<file path="src/rtl/wave_generator_pkg.sv">
// Shared definitions for the multi-mode wave generator: waveform select codes
// and default widths.
package wave_generator_pkg;

   typedef enum logic [1:0] {
      MODE_SQUARE = 2'd0,
      MODE_SAW    = 2'd1,
      MODE_TRI    = 2'd2,
      MODE_OFF    = 2'd3
   } wave_mode_e;

   localparam int RES_BITS_DEFAULT = 8;
   localparam int PHASE_W_DEFAULT  = 16;

endpackage

</file>
<file path="src/rtl/wave_generator_phase_accumulator.sv">
// Phase accumulator: adds freq each clock while enabled, holds phase at 0 when
// disabled. wrap is the carry out of the add, valid for the edge it precedes.
module phase_accumulator #(
   parameter int PHASE_W = 16
) (
   input  logic               clk,
   input  logic               reset,
   input  logic               enable,
   input  logic [PHASE_W-1:0] freq,
   output logic [PHASE_W-1:0] phase,
   output logic               wrap
);

   logic [PHASE_W:0] sum;

   assign sum  = {1'b0, phase} + {1'b0, freq};
   assign wrap = enable & sum[PHASE_W];

   always_ff @(posedge clk or posedge reset) begin
      if (reset) begin
         phase <= '0;
      end else if (enable) begin
         phase <= sum[PHASE_W-1:0];
      end else begin
         phase <= '0;
      end
   end

endmodule

</file>
<file path="src/rtl/wave_generator.sv">
// Multi-mode periodic waveform source: double-buffered config applied at period
// wrap, two-stage shape/scale pipeline, and a period_tick aligned to wave_out.
module wave_generator
   import wave_generator_pkg::*;
#(
   parameter int RES_BITS = RES_BITS_DEFAULT,
   parameter int PHASE_W  = PHASE_W_DEFAULT
) (
   input  logic                clk,
   input  logic                reset,
   input  logic                enable,
   input  logic                cfg_load,
   input  logic [1:0]          cfg_mode,
   input  logic [PHASE_W-1:0]  cfg_freq,
   input  logic [RES_BITS-1:0] cfg_duty,
   input  logic [RES_BITS-1:0] cfg_amp,
   output logic                cfg_pending,
   output logic                period_tick,
   output logic [RES_BITS-1:0] wave_out
);

   wave_mode_e          shadow_mode, live_mode;
   logic [PHASE_W-1:0]  shadow_freq, live_freq;
   logic [RES_BITS-1:0] shadow_duty, live_duty;
   logic [RES_BITS-1:0] shadow_amp,  live_amp;

   logic [PHASE_W-1:0]  phase;
   logic                wrap;
   logic                apply;

   phase_accumulator #(.PHASE_W(PHASE_W)) u_phase (
      .clk    (clk),
      .reset  (reset),
      .enable (enable),
      .freq   (live_freq),
      .phase  (phase),
      .wrap   (wrap)
   );

   // Live config only changes at a period boundary, or freely while stopped.
   assign apply = cfg_pending & (wrap | ~enable);

   always_ff @(posedge clk or posedge reset) begin
      if (reset) begin
         shadow_mode <= MODE_SQUARE;
         shadow_freq <= '0;
         shadow_duty <= '0;
         shadow_amp  <= '0;
         live_mode   <= MODE_SQUARE;
         live_freq   <= '0;
         live_duty   <= '0;
         live_amp    <= '0;
         cfg_pending <= 1'b0;
      end else begin
         if (apply) begin
            live_mode <= shadow_mode;
            live_freq <= shadow_freq;
            live_duty <= shadow_duty;
            live_amp  <= shadow_amp;
         end
         if (cfg_load) begin
            shadow_mode <= wave_mode_e'(cfg_mode);
            shadow_freq <= cfg_freq;
            shadow_duty <= cfg_duty;
            shadow_amp  <= cfg_amp;
            cfg_pending <= 1'b1;
         end else if (apply) begin
            cfg_pending <= 1'b0;
         end
      end
   end

   logic [RES_BITS-1:0] top_bits;
   logic [RES_BITS-1:0] tri_bits;
   logic [RES_BITS-1:0] raw_next;

   assign top_bits = phase[PHASE_W-1 -: RES_BITS];
   assign tri_bits = phase[PHASE_W-2 -: RES_BITS];

   always_comb begin
      raw_next = '0;
      case (live_mode)
         MODE_SQUARE: raw_next = (top_bits < live_duty) ? '1 : '0;
         MODE_SAW:    raw_next = top_bits;
         MODE_TRI:    raw_next = phase[PHASE_W-1] ? ~tri_bits : tri_bits;
         default:     raw_next = '0;
      endcase
   end

   logic [RES_BITS-1:0]   raw;
   logic [RES_BITS-1:0]   amp_s1;
   logic                  tick_s0;
   logic                  tick_s1;
   logic [2*RES_BITS-1:0] product;

   // Amplitude travels with its sample so a wrap-time amp change cannot
   // rescale the last sample of the old period.
   assign product = ({{RES_BITS{1'b0}}, raw} * {{RES_BITS{1'b0}}, amp_s1})
                  + {{RES_BITS{1'b0}}, raw};

   always_ff @(posedge clk or posedge reset) begin
      if (reset) begin
         tick_s0     <= 1'b0;
         tick_s1     <= 1'b0;
         raw         <= '0;
         amp_s1      <= '0;
         wave_out    <= '0;
         period_tick <= 1'b0;
      end else begin
         tick_s0     <= wrap;
         tick_s1     <= tick_s0;
         raw         <= raw_next;
         amp_s1      <= live_amp;
         wave_out    <= product[2*RES_BITS-1 -: RES_BITS];
         period_tick <= tick_s1;
      end
   end

endmodule

</file>
<file path="config.mk">
export PLATFORM = sky130hd
export DESIGN_NAME = wave_generator
export DESIGN_NICKNAME = d
export VERILOG_FILES = /design/src/rtl/wave_generator_pkg.sv /design/src/rtl/wave_generator_phase_accumulator.sv /design/src/rtl/wave_generator.sv
export SDC_FILE = /design/constraint.sdc
export NUM_CORES = 1
export LEC_CHECK = 0
export ABC_AREA = 1
export CAP_MARGIN = 20
export CELL_PAD_IN_SITES_DETAIL_PLACEMENT = 1
export CELL_PAD_IN_SITES_GLOBAL_PLACEMENT = 1
export CORE_UTILIZATION = 42
export CTS_CLUSTER_DIAMETER = 50
export DETAILED_ROUTE_END_ITERATION = 10
export GPL_ROUTABILITY_DRIVEN = 1
export PLACE_DENSITY = 0.81
export SLEW_MARGIN = 0
export SYNTH_ARGS = -nofsm -noshare
export SYNTH_HDL_FRONTEND = slang
export SYNTH_SLANG_ARGS = --single-unit
</file>
<file path="constraint.sdc">
create_clock -name clk -period 3.9 [get_ports clk]
set_input_delay 0.39 -clock clk [delete_from_list [all_inputs] [get_ports clk]]
set_output_delay 0.39 -clock clk [all_outputs]
set_load 0.01 [all_outputs]
</file>
==> results of run 1 <==
[through the flow]
stage,hold WS [ns],cells,cell area (um2)
floorplan,0.331,953,7860
global placement,0.341,1218,8620
finish,0.358,1247,9380
global route,0.371,1247,9380
detailed placement,0.342,1218,8620
CTS,0.361,1236,8980
[cell usage in the layout, fill, tap and decap left out, drive strengths merged, types with 6 or more instances in the layout]
cell and count:
clkdlybuf4s50 47, fa 44, nand2 356, a21oi 33, inv 169, o21ai 12
xnor2 9, nand3 52, dfrtp 112, nor3 6, buf 38, nor2 40
o22ai 7, clkbuf 10, ha 55
[how the worst min path moves through the flow]
stage | start | to | slack [ns]
6_report | tick_s1 | period_tick | 0.36
4_1_cts | tick_s1 | period_tick | 0.36
5_1_grt | tick_s1 | period_tick | 0.37
3_3_place_gp | tick_s0 | tick_s1 | 0.34
3_5_place_dp | tick_s1 | period_tick | 0.34
2_1_floorplan | tick_s1 | period_tick | 0.33
[sequential cells by signal, summed over array words and instances (netlist names)]
signal	flops
amp_s1	8
cfg_pending	1
live_amp	8
live_duty	8
live_freq	16
live_mode	2
period_tick	1
raw	8
shadow_amp	8
shadow_duty	8
shadow_freq	16
shadow_mode	2
tick_s0	1
tick_s1	1
u_phase.phase	16
wave_out	8
[layer usage]
layer / part of all wire, % / global-route usage, %
met5: 0 / 0
met4: 3.4 / 6.43
met3: 2.7 / 2.45
met2: 51 / 38.0
met1: 43 / 27.0
[cell families (layout without fill, tap and decap cells)]
group / Yosys count / count (layout) / synth area share (%)
AO/OA/AOI/OAI: 59 / 59 / 4.33
flip-flops: 112 / 112 / 35.7
adder cells (fa/ha/maj): 99 / 99 / 20.0
XOR/XNOR: 12 / 12 / 1.34
AND/OR/NAND/NOR: 467 / 467 / 28.2
buffers and inverters: 204 / 269 / 10.5
[final cells by class]
cell class / count / area share [%]
clock buffer: 10 / 2.55
clock inverter: 6 / 0.680
inverter: 168 / 6.75
multi-input combinational: 637 / 48.4
sequential: 112 / 30.0
tap: 229 / 3.06
timing repair buffer: 85 / 8.53
[what timing repair did]
action	4_1_cts	5_1_grt
setup buffers	2	11
pin swaps	1	56
resized for setup	11	81
hold buffers	0	0
cloned	0	0
setup endpoints to repair	7	8
==> key figures, run 1 <==
Timing
  • Setup-failing EPs final: 6
  • Setup TNS: -0.489 ns
  • Final min period: 4.04 ns
  • Rel. slew slack: 36.9%
  • Fmax: 247 MHz
  • RSZ-0062 raised after global routing: yes
  • Measured slew at the worst slew-check pin: 0.940 ns
  • Final Cycle Share: 104%
  • Max-slew violations: 0
  • Layout Skew: 0.00670 ns
  • Final WS setup: -0.143 ns
  • Final Hold Fails: 0

Worst hold path
  • Hold crit path type: register to register
  • WHS Path Cells: 0

Routing
  • Drt initial violations: 238
  • Routed Antenna Nets: 0
  • Vias: 6308
  • DR vias/cell: 5.06
  • # DRC: 3
  • Routed WL per cell: 17.1 um
  • Initial DRT Pass Iterations: 7
  • Post-Route WL: 21400 um

Global route
  • Vias in the first global route: 6695
  • Largest net degree at the start of global routing: 60
  • GRT Residual Overflow: 0
  • First-pass GRT wire length: 32800 um
  • GRT Total Usage: 21.3%
  • Initial antenna violation count: 0

Place
  • Hpwl dp: 14200 um
  • Routability congestion estimate: 0.834
  • Pre-CTS setup slack: -0.124 ns
  • Buffers on Ports: 47

Critical path
  • Critical path cell sequence: buf_6, nand2_2, fa_2, inv_2, fa_1, fa_1, fa_2, ha_4, nand2_4, buf_6, nor2_1, a21oi_1, xnor2_1
  • Data arrival time of the worst path: 4.28 ns
  • Max incr delay on CP: 0.62 ns
  • R2R depth: 13
  • R2R Path End: wave_out[1]
  • Crit-path max FO: 8
  • Reg2reg setup slack: -0.14 ns
  • CP Buf/Inv Count: 3
  • Startpoint class of the critical path: register
  • Slowest CP cell: fa_1
  • Critical R2R Launch: raw[6]
  • CP Capture Point: wave_out[1]
  • Data required time at the worst endpoint: 4.14 ns
  • Critical path type: register to register
  • Crit path from: raw[6]
  • Crit path depth: 13
  • Cell family with most CP delay: adder cells
  • Critical path endpoint category: register

Run status
  • Violated checks: design-rule violations, negative setup slack
  • Outcome: finished, violations left

Clock tree
  • Worst-Skew Late Latency: 0.36 ns
  • CTS Sinks: 112
  • Clock root buffer: clkbuf_16
  • CTS tree: built
  • Num CTS Buffers: 9
  • Clock Path Buffers: 2
  • CTS H-Tree Depth: 3
  • Clk pin slew, worst setup/hold paths: 0.08 ns

Cells and area
  • Register area: 0.00282 mm2
  • # diodes: 0
  • Area grow syn2layout: 19.4%
  • Fillcell total: 2161
  • Share of cells above drive strength 1: 19.6%
  • # nets final: 1150
  • Area of the multi-input gates: 0.00454 mm2
  • Final Util: 51.7%

Yosys
  • Yosys top cell area share: 35.7%
  • Asr flop ratio synth: 100%
  • Netlist Area Pre-Place: 0.00786 mm2
  • Count leader, synth: nand2_1
  • Leading area contributor after synthesis: dfrtp_1
  • Post-synthesis sequential area ratio: 35.7%
  • Synth Area per Inst: 8.24 um2
  • Post-synth EDFFs: 0
  • Yosys Warn Count: 0
  • Post-Syn Nets: 1090
  • Top_reg_cell synth: dfrtp_1
  • Synth Instances: 953
  • Synth Register Bits: 112
  • Number of distinct library cells after synthesis: 34
  • Top cells by area, synth: dfrtp_1 (36%), nand2_1 (14%), fa_1 (11%)
  • Synth cell count leaders: nand2_1 (289), inv_1 (165), dfrtp_1 (112), ha_1 (55), nand3_1 (51)

Floorplanning
  • Die width: 139 um
  • IO Count: 48
  • Core Box Area: 0.0181 mm2
  • Die area: 0.0193 mm2
  • # rows: 49
  • Starting Density: 43.3%
  • Die height: 139 um

Job
  • Max Cap Viol: 0
Power of run 1 is not shown: default switching activity piles up to over one toggle a cycle in this logic, so the estimate is an artifact.
==> inputs of run 2 (changes only) <==
--- a/config.mk
+++ b/config.mk
@@ -13,7 +13,7 @@
 export CTS_CLUSTER_DIAMETER = 50
 export DETAILED_ROUTE_END_ITERATION = 10
 export GPL_ROUTABILITY_DRIVEN = 1
-export PLACE_DENSITY = 0.81
+export PLACE_DENSITY_LB_ADDON = 0.1
 export SLEW_MARGIN = 0
 export SYNTH_ARGS = -nofsm -noshare
 export SYNTH_HDL_FRONTEND = slang
==> key figures, run 2 (synthesized netlist as in run 1, its figures left out) <==
Clock tree
  • Num CTS Buffers: 9 (unchanged)
  • Worst-Skew Late Latency: 0.35 ns (was 0.36 ns)
  • CTS Sinks: 112 (unchanged)
  • Clk pin slew, worst setup/hold paths: 0.08 ns (about the same)
  • Clock root buffer: clkbuf_16 (unchanged)
  • CTS tree: built (unchanged)
  • CTS H-Tree Depth: 3 (unchanged)
  • Hold-fix buffers, CTS: 0 (unchanged)
  • Clock Path Buffers: 2 (unchanged)

Critical path
  • Critical path type: register to register (unchanged)
  • R2R depth: 17 (was 13)
  • Crit-path max FO: 5 (was 8)
  • Critical path cell sequence: nand2_1, inv_1, fa_1, fa_1, fa_1, inv_1, fa_1, inv_1, ha_4, a21oi_4, o21ai_1, inv_1, nor2_1, nor2_1, nand2_1, nand2_1, nand2_1 (was buf_6, nand2_2, fa_2, inv_2, fa_1, fa_1, fa_2, ha_4, nand2_4, buf_6, nor2_1, a21oi_1, xnor2_1)
  • Data required time at the worst endpoint: 4.15 ns (was 4.14 ns)
  • Max incr delay on CP: 0.57 ns (was 0.62 ns)
  • Critical R2R Launch: raw[3] (was raw[6])
  • Data arrival time of the worst path: 4.02 ns (was 4.28 ns)
  • Startpoint class of the critical path: register (unchanged)
  • Reg2reg setup slack: 0.13 ns (was -0.14 ns)
  • Slowest CP cell: fa_1 (unchanged)
  • R2R Path End: wave_out[7] (was wave_out[1])
  • Critical path endpoint category: register (unchanged)

Cells and area
  • Area grow syn2layout: 16.7% (was 19.4%)
  • # nets final: 1143 (was 1150)
  • Final Util: 50.5% (was 51.7%)
  • Largest regs: live_freq (16), shadow_freq (16), u_phase.phase (16) (unchanged)
  • # diodes: 0 (unchanged)
  • Share of cells above drive strength 1: 15.7% (was 19.6%)
  • Commonest non-fill, non-tap cell in the layout: nand2_1 (unchanged)
  • Fillcell total: 2187 (was 2161)
  • Final std cells w/o fill: 1239 (was 1247)
  • Most frequent cells in the layout: nand2_1 (283), inv_1 (162), dfrtp_1 (104) (was nand2_1 (275), inv_1 (154), dfrtp_1 (102))
  • Final instance area: 0.00917 mm2 (was 0.00938 mm2)

Place
  • Buffers on Ports: 47 (unchanged)
  • Hpwl dp: 14000 um (was 14200 um)
  • Post-DP Area: 0.00863 mm2 (was 0.00862 mm2)
  • Placed Cells: 1220 (was 1218)
  • Routability congestion estimate: 0.877 (was 0.834)

Worst hold path
  • Min-delay src: tick_s1 (unchanged)
  • Hold Path Sink: period_tick (unchanged)
  • Hold crit path type: register to register (unchanged)
  • WHS Path Cells: 0 (unchanged)

Run status
  • Violated checks: design-rule violations (was design-rule violations, negative setup slack)
  • Outcome: finished, violations left (unchanged)

Global route
  • Initial antenna violation count: 0 (unchanged)
  • GRT Residual Overflow: 0 (unchanged)
  • Largest net degree at the start of global routing: 64 (was 60)
  • GRT Total Usage: 20.0% (was 21.3%)
  • First-pass GRT wire length: 30900 um (was 32800 um)
  • Vias in the first global route: 6492 (was 6695)

Timing
  • Max-slew violations: 0 (unchanged)
  • RSZ-0062 raised after global routing: yes (unchanged)
  • Final Hold Fails: 0 (unchanged)
  • Fmax: 265 MHz (was 247 MHz)
  • Final min period: 3.77 ns (was 4.04 ns)
  • Rel. slew slack: 36.4% (was 36.9%)
  • Setup-failing EPs final: 0 (was 6)
  • Final Cycle Share: 96.7% (was 104%)
  • Measured slew at the worst slew-check pin: 0.947 ns (was 0.940 ns)
  • Layout Skew: 0.00927 ns (was 0.00670 ns)
  • Hold slack: 0.357 ns (was 0.358 ns)

Floorplanning
  • Starting Density: 43.3% (unchanged)
  • IO Count: 48 (unchanged)
  • Core Box Area: 0.0181 mm2 (unchanged)
  • Die height: 139 um (unchanged)
  • # rows: 49 (unchanged)
  • Die width: 139 um (unchanged)
  • Die area: 0.0193 mm2 (unchanged)

Job
  • Max Cap Viol: 0 (unchanged)

Routing
  • Routed Antenna Nets: 0 (unchanged)
  • Post-Route WL: 18000 um (was 21400 um)
  • DR vias/cell: 4.85 (was 5.06)
  • # DRC: 1 (was 3)
  • Drt initial violations: 170 (was 238)
  • Routed WL per cell: 14.6 um (was 17.1 um)
  • Initial DRT Pass Iterations: 7 (unchanged)
  • Vias: 6012 (was 6308)
run 2: cell types whose count changed in the layout (fill, tap and decap cells not counted), moves of 5 or more:
cell,previous run,this run
inv_1,154,162
inv_2,12,4
nand2_1,275,283
nor2_1,33,38
run 2: cell type report:
cell class	count	area [um2]	share of cell area, %
multi-input combinational	637	4410	48.1
sequential	112	2810	30.7
timing repair buffer	78	723	7.89
inverter	168	633	6.91
tap	229	287	3.13
clock buffer	9	225	2.46
clock inverter	6	77.6	0.846
run 2: worst max-delay path by stage:
stage | endpoint | slack [ns] | depth (start not counted) | start
final | wave_out[7] | 0.13 | 17 | raw[3]
after global routing | wave_out[6] | -0.04 | 16 | raw[2]
after CTS | wave_out[4] | 0.01 | 17 | raw[3]
after detailed placement | wave_out[7] | -0.1 | 17 | amp_s1[4]
after global placement | wave_out[7] | -0.00002 | 17 | amp_s1[4]
after floorplan | wave_out[6] | 0.02 | 18 | raw[2]
run 2: timing repair:
item	4_1_cts	5_1_grt
setup endpoints to repair	6	8
endpoints found under the hold margin	0	0
resized for setup	11	36
pin swaps	3	25
setup buffers	2	2
run 2: per-stage QoR:
step	setup TNS [ns]	setup WS, ns
final	0	0.129
after global routing	-0.0713	-0.0419
after CTS	0	0.0124
after detailed placement	-0.230	-0.0958
after global placement	-0.0000195	-0.0000195
after floorplan	0	0.0202
run 2: metal layers:
metal | track usage [%] | vias up | share of wire [%]
met5 | 0 | - | 0
met4 | 6.67 | 0 | 2.0
li1 | - | 2978 | -
met3 | 2.52 | 23 | 1.6
met2 | 36.0 | 65 | 50
met1 | 24.8 | 2946 | 46
run 2: critical path, delay by kind of cell, from the launching register on:
family	cells	cell delay, ns
AOI/OAI and AO/OA	2	0.22
and+or+nand+nor	6	0.42
DFF	1	0.45
adders and majority gates	5	2.33
buffers and inverters	4	0.23
Power of run 2 is left out for the same reason.
==> inputs of run 3 (changes only) <==
--- a/config.mk
+++ b/config.mk
@@ -9,9 +9,10 @@
 export CAP_MARGIN = 20
 export CELL_PAD_IN_SITES_DETAIL_PLACEMENT = 1
 export CELL_PAD_IN_SITES_GLOBAL_PLACEMENT = 1
-export CORE_UTILIZATION = 42
+export CORE_UTILIZATION = 44
 export CTS_CLUSTER_DIAMETER = 50
 export DETAILED_ROUTE_END_ITERATION = 10
+export DONT_BUFFER_PORTS = 1
 export GPL_ROUTABILITY_DRIVEN = 1
 export PLACE_DENSITY_LB_ADDON = 0.1
 export SLEW_MARGIN = 0
==> key figures, run 3 (synthesized netlist as in run 1, its figures left out) <==
Run status
  • Outcome: finished, final reports clean (was finished, violations left)

Cells and area
  • Final instance area: 0.00873 mm2 (was 0.00917 mm2)
  • Final std cells w/o fill: 1191 (was 1239)
  • Largest regs: live_freq (16), shadow_freq (16), u_phase.phase (16) (unchanged)
  • Area grow syn2layout: 11.2% (was 16.7%)
  • Fillcell total: 2087 (was 2187)
  • # nets final: 1098 (was 1143)
  • # diodes: 0 (unchanged)
  • Share of cells above drive strength 1: 16.8% (was 15.7%)
  • Most frequent cells in the layout: nand2_1 (283), inv_1 (162), dfrtp_1 (104) (unchanged)
  • Commonest non-fill, non-tap cell in the layout: nand2_1 (unchanged)

Critical path
  • Startpoint class of the critical path: register (unchanged)
  • Crit-path max FO: 4 (was 5)
  • Data arrival time of the worst path: 4.04 ns (was 4.02 ns)
  • R2R Path End: wave_out[6] (was wave_out[7])
  • R2R depth: 17 (unchanged)
  • Data required time at the worst endpoint: 4.16 ns (was 4.15 ns)
  • Critical path type: register to register (unchanged)
  • Critical R2R Launch: amp_s1[2] (was raw[3])
  • Reg2reg setup slack: 0.12 ns (was 0.13 ns)
  • Critical path endpoint category: register (unchanged)

Global route
  • First-pass GRT wire length: 30200 um (was 30900 um)
  • GRT Residual Overflow: 0 (unchanged)
  • Largest net degree at the start of global routing: 59 (was 64)
  • Vias in the first global route: 6363 (was 6492)
  • Initial antenna violation count: 0 (unchanged)
  • GRT Total Usage: 21.1% (was 20.0%)

Clock tree
  • CTS tree: built (unchanged)
  • Clock root buffer: clkbuf_16 (unchanged)
  • CTS H-Tree Depth: 3 (unchanged)
  • Clock Path Buffers: 2 (unchanged)
  • Num CTS Buffers: 9 (unchanged)
  • CTS Sinks: 112 (unchanged)
  • Hold-fix buffers, CTS: 0 (unchanged)
  • Clk pin slew, worst setup/hold paths: 0.08 ns (about the same)
  • Worst-Skew Late Latency: 0.36 ns (was 0.35 ns)

Routing
  • # DRC: 0 (was 1)
  • Initial DRT Pass Iterations: 4 (was 7)
  • Routed Antenna Nets: 0 (unchanged)
  • Post-Route WL: 17900 um (was 18000 um)
  • DR vias/cell: 4.91 (was 4.85)
  • Drt initial violations: 170 (unchanged)
  • Vias: 5851 (was 6012)
  • Routed WL per cell: 15.1 um (was 14.6 um)

Timing
  • Rel. slew slack: 41.2% (was 36.4%)
  • Max-slew violations: 0 (unchanged)
  • Setup TNS: 0 ns (unchanged)
  • Fmax: 264 MHz (was 265 MHz)
  • Measured slew at the worst slew-check pin: 0.876 ns (was 0.947 ns)
  • Final min period: 3.78 ns (was 3.77 ns)
  • Final Hold Fails: 0 (unchanged)
  • RSZ-0062 raised after global routing: yes (unchanged)
  • Final WS setup: 0.118 ns (was 0.129 ns)
  • Setup-failing EPs final: 0 (unchanged)
  • Final Cycle Share: 97.0% (was 96.7%)
  • Layout Skew: 0.0103 ns (was 0.00927 ns)

Floorplanning
  • Core Box Area: 0.0174 mm2 (was 0.0181 mm2)
  • Die height: 136 um (was 139 um)
  • # rows: 48 (was 49)
  • Starting Density: 45.3% (was 43.3%)
  • IO Count: 48 (unchanged)
  • Die area: 0.0184 mm2 (was 0.0193 mm2)
  • Die width: 136 um (was 139 um)

Place
  • Buffers on Ports: 0 (was 47)
  • Placed Cells: 1168 (was 1220)
  • Pre-CTS setup slack: -0.114 ns (was -0.0958 ns)
  • Routability congestion estimate: 0.844 (was 0.877)
  • Hpwl dp: 14200 um (was 14000 um)
  • Post-DP Area: 0.00815 mm2 (was 0.00863 mm2)

Job
  • Max Cap Viol: 0 (unchanged)

Worst hold path
  • Hold crit path type: primary input to async pin (was register to register)
==> run 3: cell count changes in the layout (fill, tap and decap cells not counted), moves of 2 or more <==
cell / previous run / this run
a21oi_1: 24 / 26
a21oi_2: 5 / 3
clkinv_8: 0 / 2
clkdlybuf4s50_1: 47 / 0
==> run 3: cell type report <==
cell class | count | area (um2) | share of cell area [%]
sequential | 112 | 2810 | 32.2
tap | 225 | 282 | 3.22
inverter | 168 | 633 | 7.25
clock inverter | 7 | 100 | 1.15
clock buffer | 9 | 225 | 2.58
timing repair buffer | 33 | 272 | 3.11
multi-input combinational | 637 | 4410 | 50.5
==> run 3: routing by layer <==
| metal | up-vias | GRT usage [%] | share of wire (%) |
|---|---|---|---|
| li1 | 2886 | - | - |
| met1 | 2860 | 24.9 | 44 |
| met2 | 77 | 38.2 | 52 |
| met3 | 28 | 3.18 | 2.3 |
| met4 | 0 | 8.18 | 2.5 |
| met5 | - | 0 | 0 |
==> run 3: critical path, cell delays in order, from the launching register on <==
cell and delay, ns:
dfrtp_1 0.40, buf_4 0.15, nand2_1 0.07, inv_2 0.05
fa_1 0.52, fa_1 0.45, fa_1 0.54, inv_1 0.05
fa_1 0.48, inv_2 0.05, ha_4 0.29, nand2_2 0.09
o21ai_1 0.17, inv_1 0.09, nor2_2 0.10, nor2_2 0.06
nand3_1 0.07, nand2_1 0.05
==> run 3: how the worst max path moves through the flow <==
stage / startpoint / cells after the start / to / slack (ns)
after CTS: raw[5] / 17 / wave_out[4] / 0.006
after global placement: amp_s1[4] / 17 / wave_out[6] / 0.004
after floorplan: raw[2] / 18 / wave_out[6] / 0.02
after global routing: amp_s1[2] / 18 / wave_out[6] / -0.05
after detailed placement: amp_s1[4] / 17 / wave_out[6] / -0.11
final: amp_s1[2] / 17 / wave_out[6] / 0.12
==> run 3: metrics by stage <==
step           hold WS, ns  util (%)
2_1_floorplan        0.331         -
3_3_place_gp         0.336      47.0
4_1_cts             0.0447      49.2
5_1_grt             0.0750      50.3
3_5_place_dp         0.336      47.0
6_report            0.0127      50.3
==> run 3: what timing repair did <==
action	4_1_cts	5_1_grt
setup endpoints to repair	5	8
pin swaps	1	20
setup buffers	0	7
resized for setup	12	35
Power of run 3 is left out for the same reason.
